### src/rtl/fetch_stage_regs_pkg.sv
// Shared fetch-stage definitions: bubble instruction, FSM state type and PC increment.
package fetch_pkg;

  localparam logic [31:0] NOP_INST = 32'h0000_0013;
  localparam int unsigned PC_STEP  = 4;

  typedef enum logic {
    RUN   = 1'b0,
    STALL = 1'b1
  } fetch_state_t;

endpackage

### src/rtl/fetch_stage_regs_if.sv
// Hazard-control, redirect and IF/ID bus between the pipeline control and the fetch stage.
interface fetch_stage_regs_if #(
  parameter int unsigned PC_WIDTH   = 64,
  parameter int unsigned INST_WIDTH = 32,
  parameter int unsigned CTRL_WIDTH = 8,
  parameter int unsigned CNT_WIDTH  = 16
);
  logic                  pc_write;
  logic                  if_id_write;
  logic                  ctrl_sel;
  logic                  branch_taken;
  logic [PC_WIDTH-1:0]   branch_target;
  logic [INST_WIDTH-1:0] imem_inst;
  logic [CTRL_WIDTH-1:0] id_ctrl_in;

  logic [PC_WIDTH-1:0]   pc_out;
  logic [PC_WIDTH-1:0]   if_id_pc;
  logic [INST_WIDTH-1:0] if_id_inst;
  logic                  if_id_valid;
  logic [CTRL_WIDTH-1:0] id_ctrl_out;
  logic                  stalled;
  logic                  stall_timeout;
  logic                  protocol_err;
  logic [CNT_WIDTH-1:0]  stall_count;
  logic [CNT_WIDTH-1:0]  flush_count;

  modport master (
    output pc_write, if_id_write, ctrl_sel, branch_taken, branch_target,
           imem_inst, id_ctrl_in,
    input  pc_out, if_id_pc, if_id_inst, if_id_valid, id_ctrl_out,
           stalled, stall_timeout, protocol_err, stall_count, flush_count
  );

  modport slave (
    input  pc_write, if_id_write, ctrl_sel, branch_taken, branch_target,
           imem_inst, id_ctrl_in,
    output pc_out, if_id_pc, if_id_inst, if_id_valid, id_ctrl_out,
           stalled, stall_timeout, protocol_err, stall_count, flush_count
  );
endinterface

### src/rtl/fetch_stage_regs_sat_counter.sv
// Saturating up-counter with synchronous clear; holds at all-ones instead of wrapping.
module sat_counter #(
  parameter int unsigned WIDTH = 16
) (
  input  logic             clk,
  input  logic             reset_n,
  input  logic             clr,
  input  logic             inc,
  output logic [WIDTH-1:0] count
);

  always_ff @(posedge clk) begin
    if (!reset_n) begin
      count <= '0;
    end else if (clr) begin
      count <= '0;
    end else if (inc && (count != '1)) begin
      count <= count + WIDTH'(1);
    end
  end

endmodule

### src/rtl/fetch_stage_regs.sv
// PC and IF/ID registers applying stall/bubble/redirect requests, with event counters and stall watchdog.
module fetch_stage_regs
  import fetch_pkg::*;
#(
  parameter int unsigned         PC_WIDTH   = 64,
  parameter int unsigned         INST_WIDTH = 32,
  parameter logic [PC_WIDTH-1:0] RESET_PC   = '0,
  parameter int unsigned         CTRL_WIDTH = 8,
  parameter int unsigned         CNT_WIDTH  = 16,
  parameter int unsigned         MAX_STALL  = 15
) (
  input logic               clk,
  input logic               reset_n,
  fetch_stage_regs_if.slave bus
);

  localparam int unsigned RUN_W = $clog2(MAX_STALL + 2);

  logic [PC_WIDTH-1:0]   pc_q;
  logic [PC_WIDTH-1:0]   if_id_pc_q;
  logic [INST_WIDTH-1:0] if_id_inst_q;
  logic                  if_id_valid_q;
  logic                  timeout_q;
  logic                  perr_q;
  fetch_state_t          state_q;
  logic [RUN_W-1:0]      run_len;
  logic                  stall_cycle;
  logic                  redirect;

  assign redirect    = bus.branch_taken;
  assign stall_cycle = ~bus.pc_write & ~redirect;

  always_ff @(posedge clk) begin
    if (!reset_n) begin
      pc_q          <= RESET_PC;
      if_id_pc_q    <= '0;
      if_id_inst_q  <= INST_WIDTH'(NOP_INST);
      if_id_valid_q <= 1'b0;
    end else if (redirect) begin
      pc_q          <= bus.branch_target;
      if_id_pc_q    <= '0;
      if_id_inst_q  <= INST_WIDTH'(NOP_INST);
      if_id_valid_q <= 1'b0;
    end else begin
      if (bus.pc_write) begin
        pc_q <= pc_q + PC_WIDTH'(PC_STEP);
      end
      if (bus.if_id_write) begin
        if_id_pc_q    <= pc_q;
        if_id_inst_q  <= bus.imem_inst;
        if_id_valid_q <= 1'b1;
      end
    end
  end

  always_ff @(posedge clk) begin
    if (!reset_n) begin
      state_q <= RUN;
    end else begin
      case (state_q)
        RUN:     state_q <= stall_cycle ? STALL : RUN;
        STALL:   state_q <= (bus.pc_write || redirect) ? RUN : STALL;
        default: state_q <= RUN;
      endcase
    end
  end

  // run_len already holds MAX_STALL on the cycle that makes it MAX_STALL+1
  always_ff @(posedge clk) begin
    if (!reset_n) begin
      timeout_q <= 1'b0;
      perr_q    <= 1'b0;
    end else begin
      if (stall_cycle && (run_len == RUN_W'(MAX_STALL))) begin
        timeout_q <= 1'b1;
      end
      if (!redirect && bus.pc_write && !bus.if_id_write) begin
        perr_q <= 1'b1;
      end
    end
  end

  sat_counter #(.WIDTH(CNT_WIDTH)) u_stall_cnt (
    .clk     (clk),
    .reset_n (reset_n),
    .clr     (1'b0),
    .inc     (stall_cycle),
    .count   (bus.stall_count)
  );

  sat_counter #(.WIDTH(CNT_WIDTH)) u_flush_cnt (
    .clk     (clk),
    .reset_n (reset_n),
    .clr     (1'b0),
    .inc     (redirect),
    .count   (bus.flush_count)
  );

  sat_counter #(.WIDTH(RUN_W)) u_run_len (
    .clk     (clk),
    .reset_n (reset_n),
    .clr     (~stall_cycle),
    .inc     (stall_cycle),
    .count   (run_len)
  );

  assign bus.pc_out        = pc_q;
  assign bus.if_id_pc      = if_id_pc_q;
  assign bus.if_id_inst    = if_id_inst_q;
  assign bus.if_id_valid   = if_id_valid_q;
  assign bus.stalled       = (state_q == STALL);
  assign bus.stall_timeout = timeout_q;
  assign bus.protocol_err  = perr_q;
  assign bus.id_ctrl_out   = (bus.ctrl_sel && if_id_valid_q) ? bus.id_ctrl_in : '0;

endmodule
### src/flat_wrapper.sv
// flat-port wrapper written by rule: the top's interface ports become plain ports
module fetch_stage_regs_flat import fetch_pkg::*;
#(
  parameter int unsigned         PC_WIDTH   = 64,
  parameter int unsigned         INST_WIDTH = 32,
  parameter logic [PC_WIDTH-1:0] RESET_PC   = '0,
  parameter int unsigned         CTRL_WIDTH = 8,
  parameter int unsigned         CNT_WIDTH  = 16,
  parameter int unsigned         MAX_STALL  = 15
)
  (clk, reset_n, bus_pc_write, bus_if_id_write, bus_ctrl_sel, bus_branch_taken, bus_branch_target, bus_imem_inst, bus_id_ctrl_in, bus_pc_out, bus_if_id_pc, bus_if_id_inst, bus_if_id_valid, bus_id_ctrl_out, bus_stalled, bus_stall_timeout, bus_protocol_err, bus_stall_count, bus_flush_count);
  fetch_stage_regs_if #(.PC_WIDTH(PC_WIDTH), .INST_WIDTH(INST_WIDTH), .CTRL_WIDTH(CTRL_WIDTH), .CNT_WIDTH(CNT_WIDTH)) bus_i ();
  input logic clk;
  input logic reset_n;
  input wire logic [$bits(bus_i.pc_write)-1:0] bus_pc_write;
  input wire logic [$bits(bus_i.if_id_write)-1:0] bus_if_id_write;
  input wire logic [$bits(bus_i.ctrl_sel)-1:0] bus_ctrl_sel;
  input wire logic [$bits(bus_i.branch_taken)-1:0] bus_branch_taken;
  input wire logic [$bits(bus_i.branch_target)-1:0] bus_branch_target;
  input wire logic [$bits(bus_i.imem_inst)-1:0] bus_imem_inst;
  input wire logic [$bits(bus_i.id_ctrl_in)-1:0] bus_id_ctrl_in;
  output wire logic [$bits(bus_i.pc_out)-1:0] bus_pc_out;
  output wire logic [$bits(bus_i.if_id_pc)-1:0] bus_if_id_pc;
  output wire logic [$bits(bus_i.if_id_inst)-1:0] bus_if_id_inst;
  output wire logic [$bits(bus_i.if_id_valid)-1:0] bus_if_id_valid;
  output wire logic [$bits(bus_i.id_ctrl_out)-1:0] bus_id_ctrl_out;
  output wire logic [$bits(bus_i.stalled)-1:0] bus_stalled;
  output wire logic [$bits(bus_i.stall_timeout)-1:0] bus_stall_timeout;
  output wire logic [$bits(bus_i.protocol_err)-1:0] bus_protocol_err;
  output wire logic [$bits(bus_i.stall_count)-1:0] bus_stall_count;
  output wire logic [$bits(bus_i.flush_count)-1:0] bus_flush_count;
  assign bus_i.pc_write = bus_pc_write;
  assign bus_i.if_id_write = bus_if_id_write;
  assign bus_i.ctrl_sel = bus_ctrl_sel;
  assign bus_i.branch_taken = bus_branch_taken;
  assign bus_i.branch_target = bus_branch_target;
  assign bus_i.imem_inst = bus_imem_inst;
  assign bus_i.id_ctrl_in = bus_id_ctrl_in;
  assign bus_pc_out = bus_i.pc_out;
  assign bus_if_id_pc = bus_i.if_id_pc;
  assign bus_if_id_inst = bus_i.if_id_inst;
  assign bus_if_id_valid = bus_i.if_id_valid;
  assign bus_id_ctrl_out = bus_i.id_ctrl_out;
  assign bus_stalled = bus_i.stalled;
  assign bus_stall_timeout = bus_i.stall_timeout;
  assign bus_protocol_err = bus_i.protocol_err;
  assign bus_stall_count = bus_i.stall_count;
  assign bus_flush_count = bus_i.flush_count;
  fetch_stage_regs #(.PC_WIDTH(PC_WIDTH), .INST_WIDTH(INST_WIDTH), .RESET_PC(RESET_PC), .CTRL_WIDTH(CTRL_WIDTH), .CNT_WIDTH(CNT_WIDTH), .MAX_STALL(MAX_STALL)) u_core (.clk(clk), .reset_n(reset_n), .bus(bus_i));
endmodule
### config.mk
export PLATFORM = sky130hd
export DESIGN_NAME = fetch_stage_regs_flat
export DESIGN_NICKNAME = d
export VERILOG_FILES = /design/src/rtl/fetch_stage_regs_pkg.sv /design/src/rtl/fetch_stage_regs_if.sv /design/src/rtl/fetch_stage_regs_sat_counter.sv /design/src/rtl/fetch_stage_regs.sv /design/src/flat_wrapper.sv
export SDC_FILE = /design/constraint.sdc
export NUM_CORES = 1
export LEC_CHECK = 0
export ABC_AREA = 1
export BUFFER_PORTS_ARGS = -buffer_cell sky130_fd_sc_hd__buf_2
export CAP_MARGIN = 20
export CORE_MARGIN = 4
export CORE_UTILIZATION = 45
export DETAILED_ROUTE_END_ITERATION = 10
export PLACE_DENSITY_LB_ADDON = 0.05
export SLEW_MARGIN = 20
export SYNTH_ARGS = -nofsm -noshare
export SYNTH_HDL_FRONTEND = slang
export SYNTH_SLANG_ARGS = --single-unit
### constraint.sdc
create_clock -name clk -period 4.7 [get_ports clk]
set_clock_uncertainty 0.15 [all_clocks]
set_input_delay 0.47 -clock clk [delete_from_list [all_inputs] [get_ports clk]]
set_output_delay 0.47 -clock clk [all_outputs]
set_load 0.03 [all_outputs]
Yosys cells after proc, flatten, opt, wreduce, memory -nomap -nowiden
Index checks and enable logic that the tools add are counted.
{"block": "totals", "output_inout_bits": 204, "regBits": 201, "input_bits": 110, "wordCells": 42}
{"block": "op_classes", "muxes": 6, "n_eq_ne": 4, "add_sub_neg": 4, "n_bitwise": 5, "n_reduce_logical": 13}
{"op": "$mux W64", "count": 2}
{"op": "$add A64 B3 Y64 const B", "count": 1}
{"op": "$add A16 B1 Y16 const B", "count": 2}
{"op": "$ne A16 B16 Y1 const B", "count": 2}
{"op": "$mux W8", "count": 1}
{"op": "$logic_and A1 B1 Y1", "count": 7}
{"op": "$add A5 B1 Y5 const B", "count": 1}
{"op": "$eq A5 B4 Y1 const B", "count": 1}
{"op": "$ne A5 B5 Y1 const B", "count": 1}
{"op": "$not A1 Y1", "count": 4}
{"op": "$logic_not A1 Y1", "count": 2}
{"op": "$mux W1", "count": 2}
{"op": "$pmux W1 S2", "count": 1}
{"op": "$reduce_and A2 Y1", "count": 1}
{"op": "$reduce_bool A2 Y1", "count": 1}
{"op": "$reduce_or A2 Y1", "count": 1}
{"op": "$and A1 B1 Y1", "count": 1}
{"op": "$logic_or A1 B1 Y1", "count": 1}

Depth between registers and ports, before layout
{"block": "depth", "word_depth": 4, "depth_mapped": 11, "mapped_depth_nobuf": 11}

Modules after synthesis
From an unflattened synthesis, not the netlist that was laid out.
{"block": "hier_totals", "hier_cells": 1517, "hier_area_um2": 10103.4}
{"mod": "fetch_stage_regs", "cells_per_inst": 1176, "n_inst": 1, "seq_area_each_um2": 3283.1, "area_each_um2": 8021.4}
{"mod": "sat_counter (u_core.u_flush_cnt ...)", "cells_per_inst": 153, "n_inst": 2, "seq_area_each_um2": 320.3, "area_each_um2": 910.9}
{"mod": "sat_counter (u_core.u_run_len)", "cells_per_inst": 35, "n_inst": 1, "seq_area_each_um2": 100.1, "area_each_um2": 260.2}

Least setup slack after synthesis
No wires, ideal clock.
{"block": "synth_timing", "path_type": "register to register", "startpoint": "register u_core.u_stall_cnt.count[0]", "endpoint": "register u_core.u_stall_cnt.count[0]", "t_required_ps": 4413, "t_arrival_ps": 1690, "period_less_slack_ps": 1977, "setup_time_ps": 137, "stages_incl_launch_ff": 10, "path_buffers": 1, "slack_ps": 2723, "cell_sequence": "dfxtp_1 > ha_1 > nand3_1 > inv_1 > nand2_1 > o21ai_2 > inv_1 > buf_2 > o21ai_0 > a21oi_1"}
{"block": "synth_between", "elab_chain_cells": 2, "word_cells_on_any_way": 3, "cone_classes": "add/sub (1); eq/ne (1); reduce/logical (1)"}
{"element": "start, declared", "line_no": "fetch_stage_regs_sat_counter.sv:9", "source": "output logic [WIDTH-1:0] count"}
{"element": "start signal, assigned", "line_no": "fetch_stage_regs_sat_counter.sv:18", "source": "count <= count + WIDTH'(1);"}
{"element": "branches (longest 2 deep; another with $add A16 B1 Y16)"}
Parallel ways; which one is timed is not known.
A chain may end at the register's enable or synchronous reset.

Final worst setup path
{"block": "layout_timing", "startpoint": "register u_core.u_stall_cnt.count[0]", "endpoint": "register u_core.u_stall_cnt.count[2]"}
Same word-level chain as after synthesis.

==> impl_results.html <==
<table>
<tr><th>Metric</th><th>Value</th></tr>
<tr><th colspan="2">Status</th></tr>
<tr><td>Status</td><td>completed</td></tr>
<tr><th colspan="2">Global routing</th></tr>
<tr><td>Vias in the first global route</td><td>9692</td></tr>
<tr><td>Total congestion overflow after global routing</td><td>0</td></tr>
<tr><td>Largest net degree at the start of global routing</td><td>74</td></tr>
<tr><td>First-pass GRT wire length</td><td>53700 microns</td></tr>
<tr><td>Overall global routing resource usage</td><td>0.274</td></tr>
<tr><td>Number of antenna violations at the first check in global routing</td><td>1</td></tr>
<tr><th colspan="2">Floorplanning</th></tr>
<tr><td>Overall die area</td><td>0.0243 sq mm</td></tr>
<tr><td>Die extent in y</td><td>156 microns</td></tr>
<tr><td>Site Rows</td><td>53</td></tr>
<tr><td>Initial core utilization</td><td>0.463</td></tr>
<tr><td>Die W</td><td>156 microns</td></tr>
<tr><td>Core Region</td><td>0.0212 sq mm</td></tr>
<tr><td>Top-level I/O count</td><td>314</td></tr>
<tr><th colspan="2">STA</th></tr>
<tr><td>Max transition margin</td><td>0.333</td></tr>
<tr><td>Fin crit period</td><td>2330 ps</td></tr>
<tr><td>Final total negative setup slack</td><td>0 ps</td></tr>
<tr><td>Number of setup violations in the final report</td><td>0</td></tr>
<tr><td>Hold Fails Final Rpt</td><td>0</td></tr>
<tr><td>Max Transition Viols Final</td><td>0</td></tr>
<tr><td>Slew @ Worst Pin</td><td>1000 ps</td></tr>
<tr><td>Share of the clock period used by the worst path</td><td>0.496</td></tr>
<tr><td>F_max</td><td>429 MHz</td></tr>
<tr><td>Final Hold Slack</td><td>34.5 ps</td></tr>
<tr><td>Setup repair after global routing missed its margin</td><td>false</td></tr>
<tr><th colspan="2">Setup path</th></tr>
<tr><td>CP Cell Sequence</td><td>ha_1 -&gt; nand3_1 -&gt; inv_1 -&gt; nand2_1 -&gt; o21ai_2 -&gt; inv_1 -&gt; nand3_1 -&gt; nand2_1 -&gt; a21oi_1</td></tr>
<tr><td>Sort of element at the start of the critical path</td><td>flip-flop</td></tr>
<tr><td>Worst endpoint data arrival time</td><td>2620 ps</td></tr>
<tr><td>Cell type of the slowest stage on the worst timing path</td><td>sky130_fd_sc_hd__o21ai_2</td></tr>
<tr><td>Critical path endpoint category</td><td>flip-flop</td></tr>
<tr><td>Data required, critical path</td><td>4990 ps</td></tr>
<tr><td>Largest incremental delay on the critical path</td><td>450 ps</td></tr>
<tr><td>Highest net fanout along the worst path</td><td>14</td></tr>
<tr><td>Setup CP Type</td><td>reg2reg</td></tr>
<tr><th colspan="2">Clocking</th></tr>
<tr><td>Clock tree sinks</td><td>201</td></tr>
<tr><td>TritonCTS clock tree</td><td>done</td></tr>
<tr><td>Clock insertion delay at the later pin of the skew report</td><td>520 ps</td></tr>
<tr><td>Total CTS buffers</td><td>23</td></tr>
<tr><td>Clock tree buffer depth</td><td>3</td></tr>
<tr><td>Number of setup buffers added after CTS</td><td>0</td></tr>
<tr><td>Post-CTS clock slew at the launch and capture registers of the worst setup and hold paths</td><td>60 ps</td></tr>
<tr><td>Number of hold buffers added after cts</td><td>0</td></tr>
<tr><td>Root cell of the clock tree</td><td>sky130_fd_sc_hd__clkbuf_16</td></tr>
<tr><td>Depth of the CTS H-tree</td><td>1</td></tr>
<tr><td>Number of gates given a new drive strength after cts</td><td>0</td></tr>
<tr><th colspan="2">Drt</th></tr>
<tr><td>Wirelength per Cell</td><td>17.2 microns</td></tr>
<tr><td>Detail-routed via count per cell</td><td>5.25</td></tr>
<tr><td>Remaining number of nets flagged by the antenna check after routing</td><td>0</td></tr>
<tr><td>Via count of the routed design</td><td>10.7k</td></tr>
<tr><td>Aggregate routed wire length</td><td>35000 microns</td></tr>
<tr><td>Residual DRC</td><td>0</td></tr>
<tr><td>Number of DRC markers after the initial detailed-route iteration</td><td>695</td></tr>
<tr><td>DR pass1 iterations</td><td>5</td></tr>
<tr><th colspan="2">Layout</th></tr>
<tr><td>FF+latch area</td><td>0.00402 sq mm</td></tr>
<tr><td>Synthesis-to-layout area growth</td><td>24.9%</td></tr>
<tr><td>Highest-count cells in the layout ignoring fill and taps</td><td>sky130_fd_sc_hd__nand2_1 (417), sky130_fd_sc_hd__buf_2 (312), sky130_fd_sc_hd__dfxtp_1 (201)</td></tr>
<tr><td>Number of fillers in the final layout</td><td>2158</td></tr>
<tr><td>Layout Utilization</td><td>0.578</td></tr>
<tr><td>Final instance area</td><td>0.0123 sq mm</td></tr>
<tr><td>Multi-input logic area</td><td>0.00509 sq mm</td></tr>
<tr><td>Final nets</td><td>1859</td></tr>
<tr><td>Most common cell after layout, fill and taps aside</td><td>sky130_fd_sc_hd__nand2_1</td></tr>
<tr><td>Fraction of final layout cells sized beyond drive strength 1</td><td>0.230</td></tr>
<tr><th colspan="2">Place</th></tr>
<tr><td>Post-detail-place hpwl</td><td>26700 microns</td></tr>
<tr><td>Total cell area at the placement stage</td><td>0.0115 sq mm</td></tr>
<tr><td>Number of input and output port buffers inserted</td><td>313</td></tr>
<tr><td>Global placer's final weighted congestion</td><td>0.948</td></tr>
<tr><th colspan="2">Power and ir drop</th></tr>
<tr><td>Leakage</td><td>5.21 nW</td></tr>
<tr><td>Power density over the cells</td><td>331 mW/mm^2</td></tr>
<tr><td>IR Drop Worst-Case VDD</td><td>0.000254 V</td></tr>
<tr><th colspan="2">Synthesis</th></tr>
<tr><td>Number of warning messages in the yosys log</td><td>0</td></tr>
<tr><td>Instance count of the mapped netlist</td><td>1460</td></tr>
<tr><td>Area of the mapped netlist</td><td>0.00983 sq mm</td></tr>
<tr><td>Post-synthesis mux area share</td><td>0</td></tr>
<tr><td>Number of synthesized register bits</td><td>201</td></tr>
<tr><td>Synthesized-area fraction occupied by adder cells</td><td>0.00764</td></tr>
<tr><td>Synthesized-area fraction occupied by ao, oa, aoi and oai cells</td><td>0.179</td></tr>
<tr><td>Net count of the mapped netlist</td><td>1576</td></tr>
<tr><td>Post-synthesis share of cell area spent on xor and xnor gates</td><td>0.0276</td></tr>
<tr><td>Simple-Gate Fraction of Synth Area</td><td>0.303</td></tr>
<tr><td>Synthesized area per cell</td><td>6.73 sq um</td></tr>
<tr><td>Sequential element share of the synthesized area</td><td>0.409</td></tr>
<tr><td>Largest family of logic cells by synthesized area</td><td>simple AND/OR/NAND/NOR gates</td></tr>
<tr><td>Synth cell types</td><td>33</td></tr>
<tr><th colspan="2">Job</th></tr>
<tr><td>Number of violations of the max-capacitance limit</td><td>0</td></tr>
<tr><th colspan="2">Worst hold path</th></tr>
<tr><td>Class of the tightest hold or removal check</td><td>in2reg</td></tr>
</table>
## worst max-delay path, delay by kind of cell, from the launching register on
family | cells | cell delay, ps
AOI/OAI and AO/OA | 2 | 580
adders and majority gates | 1 | 230
buffers and inverters | 2 | 470
DFF | 1 | 380
and+or+nand+nor | 4 | 450
## power breakdown
part | switching (W) | internal [W] | total (W) | leakage (nW)
clock | 0.000725 | 0.00100 | 0.00173 | 0.363
combinational | 0.000339 | 0.000148 | 0.000488 | 3.21
sequential | 0.0000751 | 0.00177 | 0.00184 | 1.64
total | 0.00114 | 0.00292 | 0.00406 | 5.21
## registers in the layout, indices dropped and copies added, names as in the netlist
register                  flops
u_core.u_run_len.count        5
u_core.bus.pc_out            64
u_core.bus.protocol_err       1
u_core.bus.if_id_pc          64
u_core.bus.if_id_valid        1
u_core.bus.stall_timeout      1
u_core.u_stall_cnt.count     16
u_core.bus.if_id_inst        32
u_core.u_flush_cnt.count     16
u_core.bus.stalled            1
## cell usage after synthesis
| cell | number | area (sq um) |
|---|---|---|
| sky130_fd_sc_hd__inv_1 | 120 | 450 |
| sky130_fd_sc_hd__a21oi_1 | 159 | 796 |
| sky130_fd_sc_hd__nand3_1 | 46 | 230 |
| sky130_fd_sc_hd__dfxtp_1 | 201 | 4020 |
| sky130_fd_sc_hd__o21bai_1 | 2 | 15.0 |
| sky130_fd_sc_hd__nor2_2 | 17 | 106 |
| sky130_fd_sc_hd__a22oi_1 | 46 | 345 |
| sky130_fd_sc_hd__o311ai_0 | 1 | 8.76 |
| sky130_fd_sc_hd__clkbuf_2 | 1 | 5.00 |
| sky130_fd_sc_hd__o21ai_0 | 80 | 400 |
| sky130_fd_sc_hd__buf_1 | 10 | 37.5 |
| sky130_fd_sc_hd__ha_1 | 6 | 75.1 |
| sky130_fd_sc_hd__nor3_1 | 20 | 100 |
| sky130_fd_sc_hd__a21oi_2 | 3 | 26.3 |
| sky130_fd_sc_hd__o21ai_1 | 3 | 15.0 |
| sky130_fd_sc_hd__a31oi_1 | 13 | 81.3 |
| sky130_fd_sc_hd__o21ai_2 | 2 | 17.5 |
| sky130_fd_sc_hd__nor2_4 | 6 | 67.6 |
| sky130_fd_sc_hd__nand2_2 | 10 | 62.6 |
| sky130_fd_sc_hd__clkbuf_1 | 39 | 146 |
| sky130_fd_sc_hd__o21a_1 | 1 | 7.51 |
| sky130_fd_sc_hd__nand3_2 | 3 | 30.0 |
| sky130_fd_sc_hd__and3_1 | 2 | 12.5 |
| sky130_fd_sc_hd__a211oi_1 | 6 | 45.0 |
| sky130_fd_sc_hd__xor2_1 | 28 | 245 |
| sky130_fd_sc_hd__buf_4 | 2 | 15.0 |
| sky130_fd_sc_hd__inv_2 | 5 | 18.8 |
| sky130_fd_sc_hd__nand2_1 | 417 | 1570 |
| sky130_fd_sc_hd__xnor2_1 | 3 | 26.3 |
| sky130_fd_sc_hd__nor4_1 | 2 | 12.5 |
| sky130_fd_sc_hd__nand4_1 | 21 | 131 |
| sky130_fd_sc_hd__nor2_1 | 175 | 657 |
| sky130_fd_sc_hd__buf_2 | 10 | 50.1 |
## through the flow
step | setup slack (ps) | cells | total power, W
after floorplan | 2720 | 1460 | 0.00218
after global placement | 2020 | 1993 | 0.00236
after detailed placement | 1940 | 1993 | 0.00237
after CTS | 2370 | 2034 | 0.00409
after global routing | 2110 | 2035 | 0.00423
final | 2370 | 2036 | 0.00406
## cell families after synthesis
logic type	after synthesis
XOR/XNOR	31
buffers and inverters	187
AO/OA/AOI/OAI	316
flip-flops	201
adder cells (fa/ha/maj)	6
AND/OR/NAND/NOR	719
## layout make-up
class                           instances  area share
Inverter                              125      0.0382
Tap cell                              275      0.0280
Sequential cell                       201       0.328
Multi-Input combinational cell       1072       0.414
Antenna cell                            2    0.000408
Clock buffer                           29      0.0512
Clock inverter                         12     0.00775
Timing Repair Buffer                  320       0.132
## routing by layer
| metal | routed length, microns | share of wire | vias to the layer above | track usage |
|---|---|---|---|---|
| met3 | 2860 | 0.082 | 48 | 0.0502 |
| met1 | 15900 | 0.45 | 4884 | 0.391 |
| met5 | 0 | 0 | - | 0 |
| met2 | 15400 | 0.44 | 419 | 0.428 |
| met4 | 792 | 0.023 | 0 | 0.0709 |
| li1 | - | - | 5332 | - |
## path summary, 6_finish.rpt
check,cells after the start,from,to,slack [ps]
setup / recovery,9,u_core.u_stall_cnt.count[0],u_core.u_stall_cnt.count[2],2370
hold / removal,3,bus_branch_target[0],u_core.bus.pc_out[0],30
setup reg to reg,9,u_core.u_stall_cnt.count[0],u_core.u_stall_cnt.count[2],2370
hold reg to reg,2,u_core.bus.if_id_pc[16],u_core.bus.if_id_pc[16],310
(Power assumes the default switching activity.)
